[config.mk]
export PLATFORM = sky130hd
export DESIGN_NAME = tconvert_avg
export DESIGN_NICKNAME = d
export VERILOG_FILES = /design/src/rtl/tconvert_avg.sv
export SDC_FILE = /design/constraint.sdc
export NUM_CORES = 1
export LEC_CHECK = 0
export CAP_MARGIN = 20
export CELL_PAD_IN_SITES_DETAIL_PLACEMENT = 0
export CELL_PAD_IN_SITES_GLOBAL_PLACEMENT = 1
export CORE_UTILIZATION = 48
export CTS_BUF_LIST = sky130_fd_sc_hd__clkbuf_16
export CTS_CLUSTER_DIAMETER = 100
export DETAILED_ROUTE_END_ITERATION = 6
export GPL_TIMING_DRIVEN = 0
export MAX_ROUTING_LAYER = met4
export PLACE_DENSITY = 0.94
export SYNTH_ARGS = -nofsm -noshare
export SYNTH_HDL_FRONTEND = slang
export SYNTH_SLANG_ARGS = --single-unit
[constraint.sdc]
create_clock -name clk -period 8.25 [get_ports clk]
set_input_delay 1.2375 -clock clk [delete_from_list [all_inputs] [get_ports clk]]
set_output_delay 1.2375 -clock clk [all_outputs]
set_load 0.1 [all_outputs]
[src/rtl/tconvert_avg.sv]
// Streaming temperature converter: box-car averages 2^AVG_LOG2 signed Celsius samples,
// converts each window average to x10 C/F/K and tracks the running min/max average.
module tconvert_avg #(
  parameter  int WIDTH    = 13,
  parameter  int AVG_LOG2 = 2,
  localparam int OUT_W    = WIDTH + 5
) (
  input  logic             clk,
  input  logic             rst,
  input  logic [WIDTH-1:0] tc,
  input  logic             tc_valid,
  input  logic [1:0]       mode,
  input  logic             clr_minmax,
  output logic [OUT_W-1:0] tx,
  output logic             tx_valid,
  output logic [WIDTH-1:0] min_tc,
  output logic [WIDTH-1:0] max_tc,
  output logic             minmax_valid
);

  localparam int ACC_W = WIDTH + AVG_LOG2;
  localparam int CNT_W = (AVG_LOG2 > 0) ? AVG_LOG2 : 1;
  localparam logic [CNT_W-1:0] LAST_CNT = CNT_W'((1 << AVG_LOG2) - 1);

  localparam logic signed [OUT_W-1:0] MUL10 = OUT_W'(10);
  localparam logic signed [OUT_W-1:0] MUL18 = OUT_W'(18);
  localparam logic signed [OUT_W-1:0] F_OFS = OUT_W'(5120);   // 320 F x16
  localparam logic signed [OUT_W-1:0] K_OFS = OUT_W'(43704);  // 273.15 K x160

  localparam logic signed [WIDTH-1:0] MOST_POS = {1'b0, {(WIDTH-1){1'b1}}};
  localparam logic signed [WIDTH-1:0] MOST_NEG = {1'b1, {(WIDTH-1){1'b0}}};

  logic signed [ACC_W-1:0] r_acc;
  logic [CNT_W-1:0]        r_cnt;
  logic [1:0]              r_mode_q;
  logic                    r_s1_valid;
  logic signed [WIDTH-1:0] r_s1_avg;
  logic [1:0]              r_s1_mode;
  logic signed [OUT_W-1:0] r_tx;
  logic                    r_tx_valid;
  logic signed [WIDTH-1:0] r_min;
  logic signed [WIDTH-1:0] r_max;
  logic                    r_mm_valid;

  logic signed [ACC_W-1:0] w_tc_ext;
  logic signed [ACC_W-1:0] w_sum;
  logic signed [WIDTH-1:0] w_avg;
  logic                    w_first;
  logic                    w_close;
  logic [1:0]              w_win_mode;
  logic signed [OUT_W-1:0] w_avg_ext;
  logic signed [OUT_W-1:0] w_conv;

  assign w_tc_ext   = ACC_W'($signed(tc));
  assign w_first    = (r_cnt == '0);
  // The first sample of a window overwrites the accumulator, so no separate clear cycle is needed.
  assign w_sum      = w_first ? w_tc_ext : (r_acc + w_tc_ext);
  assign w_avg      = WIDTH'(w_sum >>> AVG_LOG2);
  assign w_close    = tc_valid && (r_cnt == LAST_CNT);
  assign w_win_mode = w_first ? mode : r_mode_q;

  always_ff @(posedge clk or posedge rst) begin
    if (rst) begin
      r_acc      <= '0;
      r_cnt      <= '0;
      r_mode_q   <= '0;
      r_s1_valid <= 1'b0;
      r_s1_avg   <= '0;
      r_s1_mode  <= '0;
    end else begin
      r_s1_valid <= w_close;
      if (tc_valid) begin
        r_acc <= w_sum;
        r_cnt <= (r_cnt == LAST_CNT) ? '0 : r_cnt + 1'b1;
        if (w_first) r_mode_q <= mode;
      end
      if (w_close) begin
        r_s1_avg  <= w_avg;
        r_s1_mode <= w_win_mode;
      end
    end
  end

  assign w_avg_ext = OUT_W'(r_s1_avg);

  always_comb begin
    w_conv = w_avg_ext * MUL10;
    case (r_s1_mode)
      2'd1:    w_conv = (w_avg_ext * MUL18) + F_OFS;
      2'd2:    w_conv = (w_avg_ext * MUL10) + K_OFS;
      default: w_conv = w_avg_ext * MUL10;
    endcase
  end

  always_ff @(posedge clk or posedge rst) begin
    if (rst) begin
      r_tx       <= '0;
      r_tx_valid <= 1'b0;
      r_min      <= MOST_POS;
      r_max      <= MOST_NEG;
      r_mm_valid <= 1'b0;
    end else begin
      r_tx_valid <= r_s1_valid;
      if (r_s1_valid) r_tx <= w_conv;
      // A result arriving together with a clear seeds the tracker fresh from that result.
      if (r_s1_valid && clr_minmax) begin
        r_min      <= r_s1_avg;
        r_max      <= r_s1_avg;
        r_mm_valid <= 1'b1;
      end else if (r_s1_valid) begin
        if (r_s1_avg < r_min) r_min <= r_s1_avg;
        if (r_s1_avg > r_max) r_max <= r_s1_avg;
        r_mm_valid <= 1'b1;
      end else if (clr_minmax) begin
        r_min      <= MOST_POS;
        r_max      <= MOST_NEG;
        r_mm_valid <= 1'b0;
      end
    end
  end

  assign tx           = r_tx;
  assign tx_valid     = r_tx_valid;
  assign min_tc       = r_min;
  assign max_tc       = r_max;
  assign minmax_valid = r_mm_valid;

endmodule

==> results of run 1 <==
==> how the worst max path moves through the flow <==
stage,cells past startpoint,to,startpoint
floorplan,12,tx[17]$_DFFE_PP0P_,r_s1_avg[4]$_DFFE_PP0P_
global placement,2,tx[17]$_DFFE_PP0P_,rst
detailed placement,13,r_s1_avg[12]$_DFFE_PP0P_,tc[0]
CTS,11,tx[13]$_DFFE_PP0P_,r_s1_avg[3]$_DFFE_PP0P_
global route,11,tx[13]$_DFFE_PP0P_,r_s1_avg[3]$_DFFE_PP0P_
finish,11,tx[13]$_DFFE_PP0P_,r_s1_avg[3]$_DFFE_PP0P_
==> state kept, by name (all words and copies together) (netlist names) <==
register / count
tx: 17
r_acc: 15
max_tc: 13
min_tc: 13
r_s1_avg: 13
r_cnt: 2
r_mode_q: 2
r_s1_mode: 2
minmax_valid: 1
r_s1_valid: 1
tx_valid: 1
==> final cells by class <==
class	count	area, µm²	area share (%)
Timing Repair Buffer	63	648	8.35
Clock buffer	9	225	2.90
Clock inverter	7	87.6	1.13
Tap cell	176	220	2.84
Buffer	30	138	1.77
Multi-Input combinational cell	573	4230	54.5
Sequential cell	80	2020	26.0
Inverter	51	194	2.50
==> cell usage after synthesis (all sizes together) (4+ instances only) <==
master	instances	area, µm²
a211o	4	36.3
a211oi	9	82.6
a21o	21	159
a21oi	64	328
a221oi	10	93.8
a31oi	8	50.1
and2	4	27.5
and3	6	38.8
buf	10	52.6
clkbuf	20	85.1
dfrtp	67	1680
dfstp	13	342
ha	88	1100
inv	51	191
mux2	9	101
mux2i	19	190
nand2	50	195
nand2b	6	37.5
nand3	11	60.1
nand3b	4	30.0
nand4	7	43.8
nor2	64	240
nor2b	11	68.8
nor3	17	85.1
o211ai	6	45.0
o21a	14	105
o21ai	44	220
o22a	12	105
o22ai	4	25.0
xnor2	22	200
xor2	11	111
==> cells by family after synthesis <==
family | after synthesis | share of synthesized area [%]
adder cells (fa/ha/maj) | 91 | 17.7
XOR/XNOR | 33 | 4.74
buffers and inverters | 81 | 5.00
flip-flops | 80 | 30.7
AND/OR/NAND/NOR | 197 | 14.6
AO/OA/AOI/OAI | 223 | 22.8
multiplexers | 28 | 4.43
other | 1 | 0.0570
==> critical path: stages (launching register included) <==
cell                       delay, ns
sky130_fd_sc_hd__dfrtp_1        0.63
sky130_fd_sc_hd__ha_1           0.33
sky130_fd_sc_hd__ha_1           0.25
sky130_fd_sc_hd__fa_1           0.43
sky130_fd_sc_hd__a21o_1         0.24
sky130_fd_sc_hd__a221oi_2       0.45
sky130_fd_sc_hd__a21oi_2        0.15
sky130_fd_sc_hd__xnor2_1        0.53
sky130_fd_sc_hd__a21boi_0       0.27
sky130_fd_sc_hd__mux2_2         0.35
sky130_fd_sc_hd__a221oi_1       0.36
sky130_fd_sc_hd__nor2_1         0.08
==> stage by stage <==
stage                     setup slack, ns  cells  hold slack [ns]
after floorplan                      4.76    734            0.375
after global placement               3.68    972            0.470
after detailed placement             4.01    973            0.464
after CTS                            4.13    989            0.472
after global routing                 3.94    989            0.482
final                                4.04    989            0.478
==> per-layer routing <==
metal / share of wire, % / track usage [%] / vias up
li1: - / - / 2810
met1: 42 / 29.6 / 2770
met2: 50 / 43.1 / 146
met3: 3.9 / 3.40 / 57
met4: 3.9 / 15.1 / 0
met5: 0 / - / -
==> summary.md, run 1 <==
The number of resized instances in the post-cts repair step is 0. Counting cells, the worst reg-to-reg path comes to 11. The die extent in x came out at 119 µm.

The CTS sink count is 80, and the slew at the pin closest to its max-slew limit is 0.981 ns. The critical path class is register to register. The tools report the worst hold endpoint as minmax_valid$_DFFE_PP0P_.

The number of synthesized flops with an enable pin is 0. Leaving out fill and tap cells, the most frequent cells in the layout are sky130_fd_sc_hd__ha_1, sky130_fd_sc_hd__dfrtp_1, sky130_fd_sc_hd__nor2_1, sky130_fd_sc_hd__a21oi_1, sky130_fd_sc_hd__clkdlybuf4s50_1. The count of final hold-check violations is 0. Before antenna repair, the detailed router went through 6 iterations.

When the netlist entered floorplanning its net count stood at 844. TritonCTS built the clock tree. The ratio of final minimum period to clock period works out to 51.0%.

The maximum count of clock buffers along a single path was 2; the sequential area share after synthesis was 30.7%. The average size of a mapped cell is 8.96 µm². The flow ran to the end, and the final reports show no timing, DRC or antenna violations.

The layout has 1190 filler cells. At the end of the flow, the number of nets in the layout was 918. Across all register-to-register paths, the minimum setup slack is 4.04 ns. The async set or reset register ratio after synthesis was 100%.

The first global-routing pass estimated 27900 µm of wire. The tightest min-delay check is of the register to register type. The share of the core filled with cells in the final layout is 58.4%. The core region is 13300 µm². Across every metal layer, demand over resource in global routing totals 25.8%. The height of the die is 119 µm, and the initial cell density of the core is 49.5%. The remaining max-slew budget at the tightest pin came out at 34.4%. The number of antenna violations at the first check in global routing was 0; the count of pins on the block boundary was 65. The number of global-route vias before repair was 5746. Setup repair after global routing left no endpoint under its margin. The H-tree was split into 3 levels. The floorplan row count is 42. Summed over all layers, the routed wires come to 17100 µm. The layout overhead on the synthesized area came out at 18.0%.

The number of routed nets with antenna violations was 0; the synthesis warning total was 0. The last weighted congestion value of the routability-driven placer was 0.887; the average detailed-routed wire length per instance was 17.3 µm. The worst register-to-register path ends at tx[13]$_DFFE_PP0P_. Remaining global-route overflow: 0. The number of vias in the routed layout is 5783.

The cell count after synthesis came out at 734. The library cell used most frequently in the layout, excluding fill and tap cells, is sky130_fd_sc_hd__ha_1. TritonCTS created 9 clock buffers. The clock transition at the registers of the reported paths works out to 0.06 ns. The tools report the maximum clock rate as 238 MHz. Of all nets on the critical path, the largest fanout is 9.

The run gives 0.00839 ns as the setup skew after layout. The mapped netlist covers 6580 µm². At the worst endpoint, the arrival time is 4.43 ns.

The flip-flop and latch count after synthesis was 80; the iteration-0 DRC count of the detailed router was 389. The via density per instance came out at 5.85. The worst hold path begins at minmax_valid$_DFFE_PP0P_. The number of instances on the worst hold path works out to 1.

The worst setup path is launched from a register. The synthesized netlist contains 75 unique library cells. For the worst-skew pair, the clock arrives at the later sink with an insertion delay of 0.35 ns.

The buffer type at the clock tree root was sky130_fd_sc_hd__clkbuf_16. STA classifies the critical path endpoint as a register. The number of buffers added on ports is 62, and the number of max-capacitance violations reported is 0.

Entering global routing, the biggest net connects 54 pins. Commonest register cell after synthesis: sky130_fd_sc_hd__dfrtp_1. The standard cell area after detailed placement was 7450 µm²; the required time at the worst-slack endpoint was 8.47 ns. Buffers added to address setup during post-CTS repair amount to 0. For this run, design rule violations remaining after detail routing come to 0. The final max-slew violation count is 0, and the number of failing setup endpoints in the final timing report is 0. After routing the design area is 7760 µm². The run gives 14200 µm² as the total die area.

In this run the critical register-to-register path is launched from r_s1_avg[3]$_DFFE_PP0P_. The repair_antennas step left the layout with diodes totalling 0. For the finished layout, the period the worst path requires is 4.21 ns. Number of hold-repair buffers added at the cts stage: 0. The wire-length estimate of the detail-placed layout is 12900 µm.

Share of cells above drive strength 1: 8.61%. Adding up every negative setup slack in the final design gives 0 ns.
Power of run 1 is left out: the tool's default activity adds up to more than one toggle a clock period on the data nets, which glitch-free logic cannot reach.
==> run 2, diff against run 1 <==
--- a/config.mk
+++ b/config.mk
@@ -8,13 +8,13 @@
 export CAP_MARGIN = 20
 export CELL_PAD_IN_SITES_DETAIL_PLACEMENT = 0
 export CELL_PAD_IN_SITES_GLOBAL_PLACEMENT = 1
-export CORE_UTILIZATION = 48
+export CORE_UTILIZATION = 41
 export CTS_BUF_LIST = sky130_fd_sc_hd__clkbuf_16
 export CTS_CLUSTER_DIAMETER = 100
 export DETAILED_ROUTE_END_ITERATION = 6
 export GPL_TIMING_DRIVEN = 0
 export MAX_ROUTING_LAYER = met4
-export PLACE_DENSITY = 0.94
+export PLACE_DENSITY = 0.86
 export SYNTH_ARGS = -nofsm -noshare
 export SYNTH_HDL_FRONTEND = slang
 export SYNTH_SLANG_ARGS = --single-unit
==> constraint.sdc (replaced) <==
create_clock -name clk -period 3.79 [get_ports clk]
set_input_delay 0.5685 -clock clk [delete_from_list [all_inputs] [get_ports clk]]
set_output_delay 0.5685 -clock clk [all_outputs]
set_load 0.1 [all_outputs]
==> run 2 against run 1 <==
Global-route usage down 3.8 points. Critical endpoint is now tx[17]$_DFFE_PP0P_. Routed wire length fell by 1.1%. Flip-flop and latch count is the same. Final cell count grew 4.7%. Non-clock buffer count up 11. Register-to-register slack got worse by 3.9 ns. Largest cell class unchanged. Die area grew 17%. Sequential share of layout area shrank 0.59 points.
==> summary.md, run 2 (synthesized netlist as in run 1, its figures left out) <==
Worst-case setup slack after placement: -0.192 ns. Data on the critical path is required at its endpoint by 4.03 ns. 65 I/O pins were placed. Measured along the y axis, the die boundary spans 129 µm. The number of global-route vias before repair was 5398; the count of final hold-check violations was 0. During placement, the flow inserted port buffers numbering 62. The largest driver fanout on the critical path was 6. In the final layout, the share of cells above drive strength 1 is 12.1%. The worst setup path is launched from a register. Summed over all failing endpoints, the final setup total negative slack is 0 ns.

The slew at the pin closest to its max-slew limit is 0.976 ns. For the remaining max-slew budget at the tightest pin, the log shows 34.7%. The library cell used most frequently in the layout, excluding fill and tap cells, is sky130_fd_sc_hd__ha_1.

The number of vias in the routed layout came out at 5664. Broken down by cell family, the worst path's largest delay share belongs to compound AO/OA/AOI/OAI gates. Derived from the worst setup path, the maximum achievable clock frequency is 276 MHz. The number of antenna violations at the first check in global routing is 0, and the met1 track demand over resource is 28.4%. First-pass iteration count of the detailed router: 6. The HPWL after detailed placement is 12600 µm. The arrival time at the worst endpoint was 3.86 ns. Setup repair after global routing could not meet its margin everywhere. Setup violations remaining at the end of the flow were counted as 0. The type of element capturing the critical path is a register. The run gives 0 as the number of hold-repair buffers added at the cts stage. Ratio of final minimum period to clock period: 95.6%.

The min-delay analysis places its worst path in the category register to register. The number of remaining DRC errors was 0. For this run the aggregate overflow at the end of global routing stands at 0. In the global route stage, met3 resource usage came out at 2.91%.

The tools report the iteration-0 DRC count of the detailed router as 228. The buffering stage count on the worst path with inverters included was 1; the via density per instance was 5.47. The critical path class is register to register. The H-tree was split into 3 levels. The run gives 0 as the final max-slew violation count. From left edge to right edge, the die measures 129 µm.

The number of max-capacitance violations reported was 0. TritonCTS built the clock tree. The flip-flop count of the largest register after layout is 17. Once layout is complete, the utilization of the core stands at 51.6%. The met2 usage was 36.1%; the area of the core region was 15400 µm². The run gives 27400 µm as the first-pass GRT wire length. Once the floorplan was initialized, standard cells occupied 42.6% of the core. At the end of the flow, the number of nets in the layout was 929. CTS saw 80 sinks. After detailed routing, the average wire length per cell comes to 16.4 µm. Entering global routing, the biggest net connects 52 pins. Hold timing on the final database bottoms out at a slack of 0.419 ns. Worst-skew pair later-pin latency: 0.35 ns. The buffer type at the clock tree root was sky130_fd_sc_hd__clkbuf_16. The overall global routing resource usage came out at 22.0%. On the worst path, the slowest cell contributes a delay of 0.50 ns. The initialized floorplan defines 45 standard-cell rows. The die covers 16500 µm².

After detailed routing, the total wire length is 16900 µm. The clock transition at the registers of the reported paths was 0.07 ns. The largest individual stage delay along the critical path comes from the cell sky130_fd_sc_hd__or4b_4. In the layout the commonest cells are sky130_fd_sc_hd__ha_1, sky130_fd_sc_hd__nor2_1, sky130_fd_sc_hd__clkdlybuf4s50_1, sky130_fd_sc_hd__dfrtp_1, sky130_fd_sc_hd__a21oi_1. The detail route stage leaves a number of antenna-violating nets equal to 0. For flop-to-flop paths, the worst setup slack is 0.17 ns. Routability-driven placement finished with a final weighted congestion of 0.871. The longest clock path from root to sink contains 2 buffers. Setup slack on the critical path of the routed design comes to 0.169 ns. The clock period minus final worst setup slack is 3.62 ns. The run finished with clean final reports. Counting the fill cells in the layout gives 1486. The setup skew after layout is 0.00958 ns. Clock tree synthesis inserted a total of 9 buffers.

The number of antenna diodes in the final layout is 0. In this run the most used layer during global routing was met2. Walking the worst path, the cells encountered are buf_4 > ha_1 > ha_2 > fa_2 > a211oi_4 > nor4b_2 > or4b_4 > and2_4 > o211a_4 > nand2_4 > mux2i_1 > o221ai_2 > o32a_1.

The area growth from synthesis to layout is 21.1%.
[run 2: area by class of cell]
cell class	instances	area (µm²)	share of cell area [%]
timing repair buffer	74	728	9.14
multi-input combinational	573	4340	54.5
sequential	80	2020	25.4
clock buffer	9	225	2.83
tap	211	264	3.32
inverter	51	194	2.44
clock inverter	7	52.6	0.660
buffer	30	138	1.73
[run 2: repair_timing]
item,in CTS,in global routing
resized for setup,5,18
pin swaps,1,7
cloned,0,0
setup buffers,1,10
setup endpoints to repair,5,6
[run 2: final timing paths]
kind	start	to	depth (start not counted)
worst max register to register	r_s1_avg[3]$_DFFE_PP0P_	tx[17]$_DFFE_PP0P_	13
worst min-delay path	r_s1_valid$_DFF_PP0_	tx_valid$_DFF_PP0_	0
max in group asynchronous	rst	min_tc[10]$_DFFE_PP1P_	3
worst max-delay path	r_s1_avg[3]$_DFFE_PP0P_	tx[17]$_DFFE_PP0P_	13
min in group asynchronous	rst	r_acc[7]$_DFFE_PP0P_	2
worst min register to register	r_s1_valid$_DFF_PP0_	tx_valid$_DFF_PP0_	0
[run 2: layer usage]
layer / vias up / wire, µm
li1: 2840 / -
met1: 2708 / 7970
met2: 98 / 8190
met3: 18 / 473
met4: 0 / 310
met5: - / 0
[run 2: per-stage QoR]
stage               cells  instance area, µm²
finish               1035                7960
global route         1035                7960
CTS                  1025                7800
detailed placement   1008                7490
global placement     1007                7460
floorplan             734                6580
[run 2: worst register-to-register path: cells and delay by family (launching register included)]
family / cells / cell delay, ns
AOI/OAI and AO/OA: 4 / 1.03
adders and majority gates: 3 / 0.80
buffers and inverters: 1 / 0.16
DFF: 1 / 0.46
muxes: 1 / 0.22
and+or+nand+nor: 4 / 0.84
Power of run 2 is left out for the same reason.
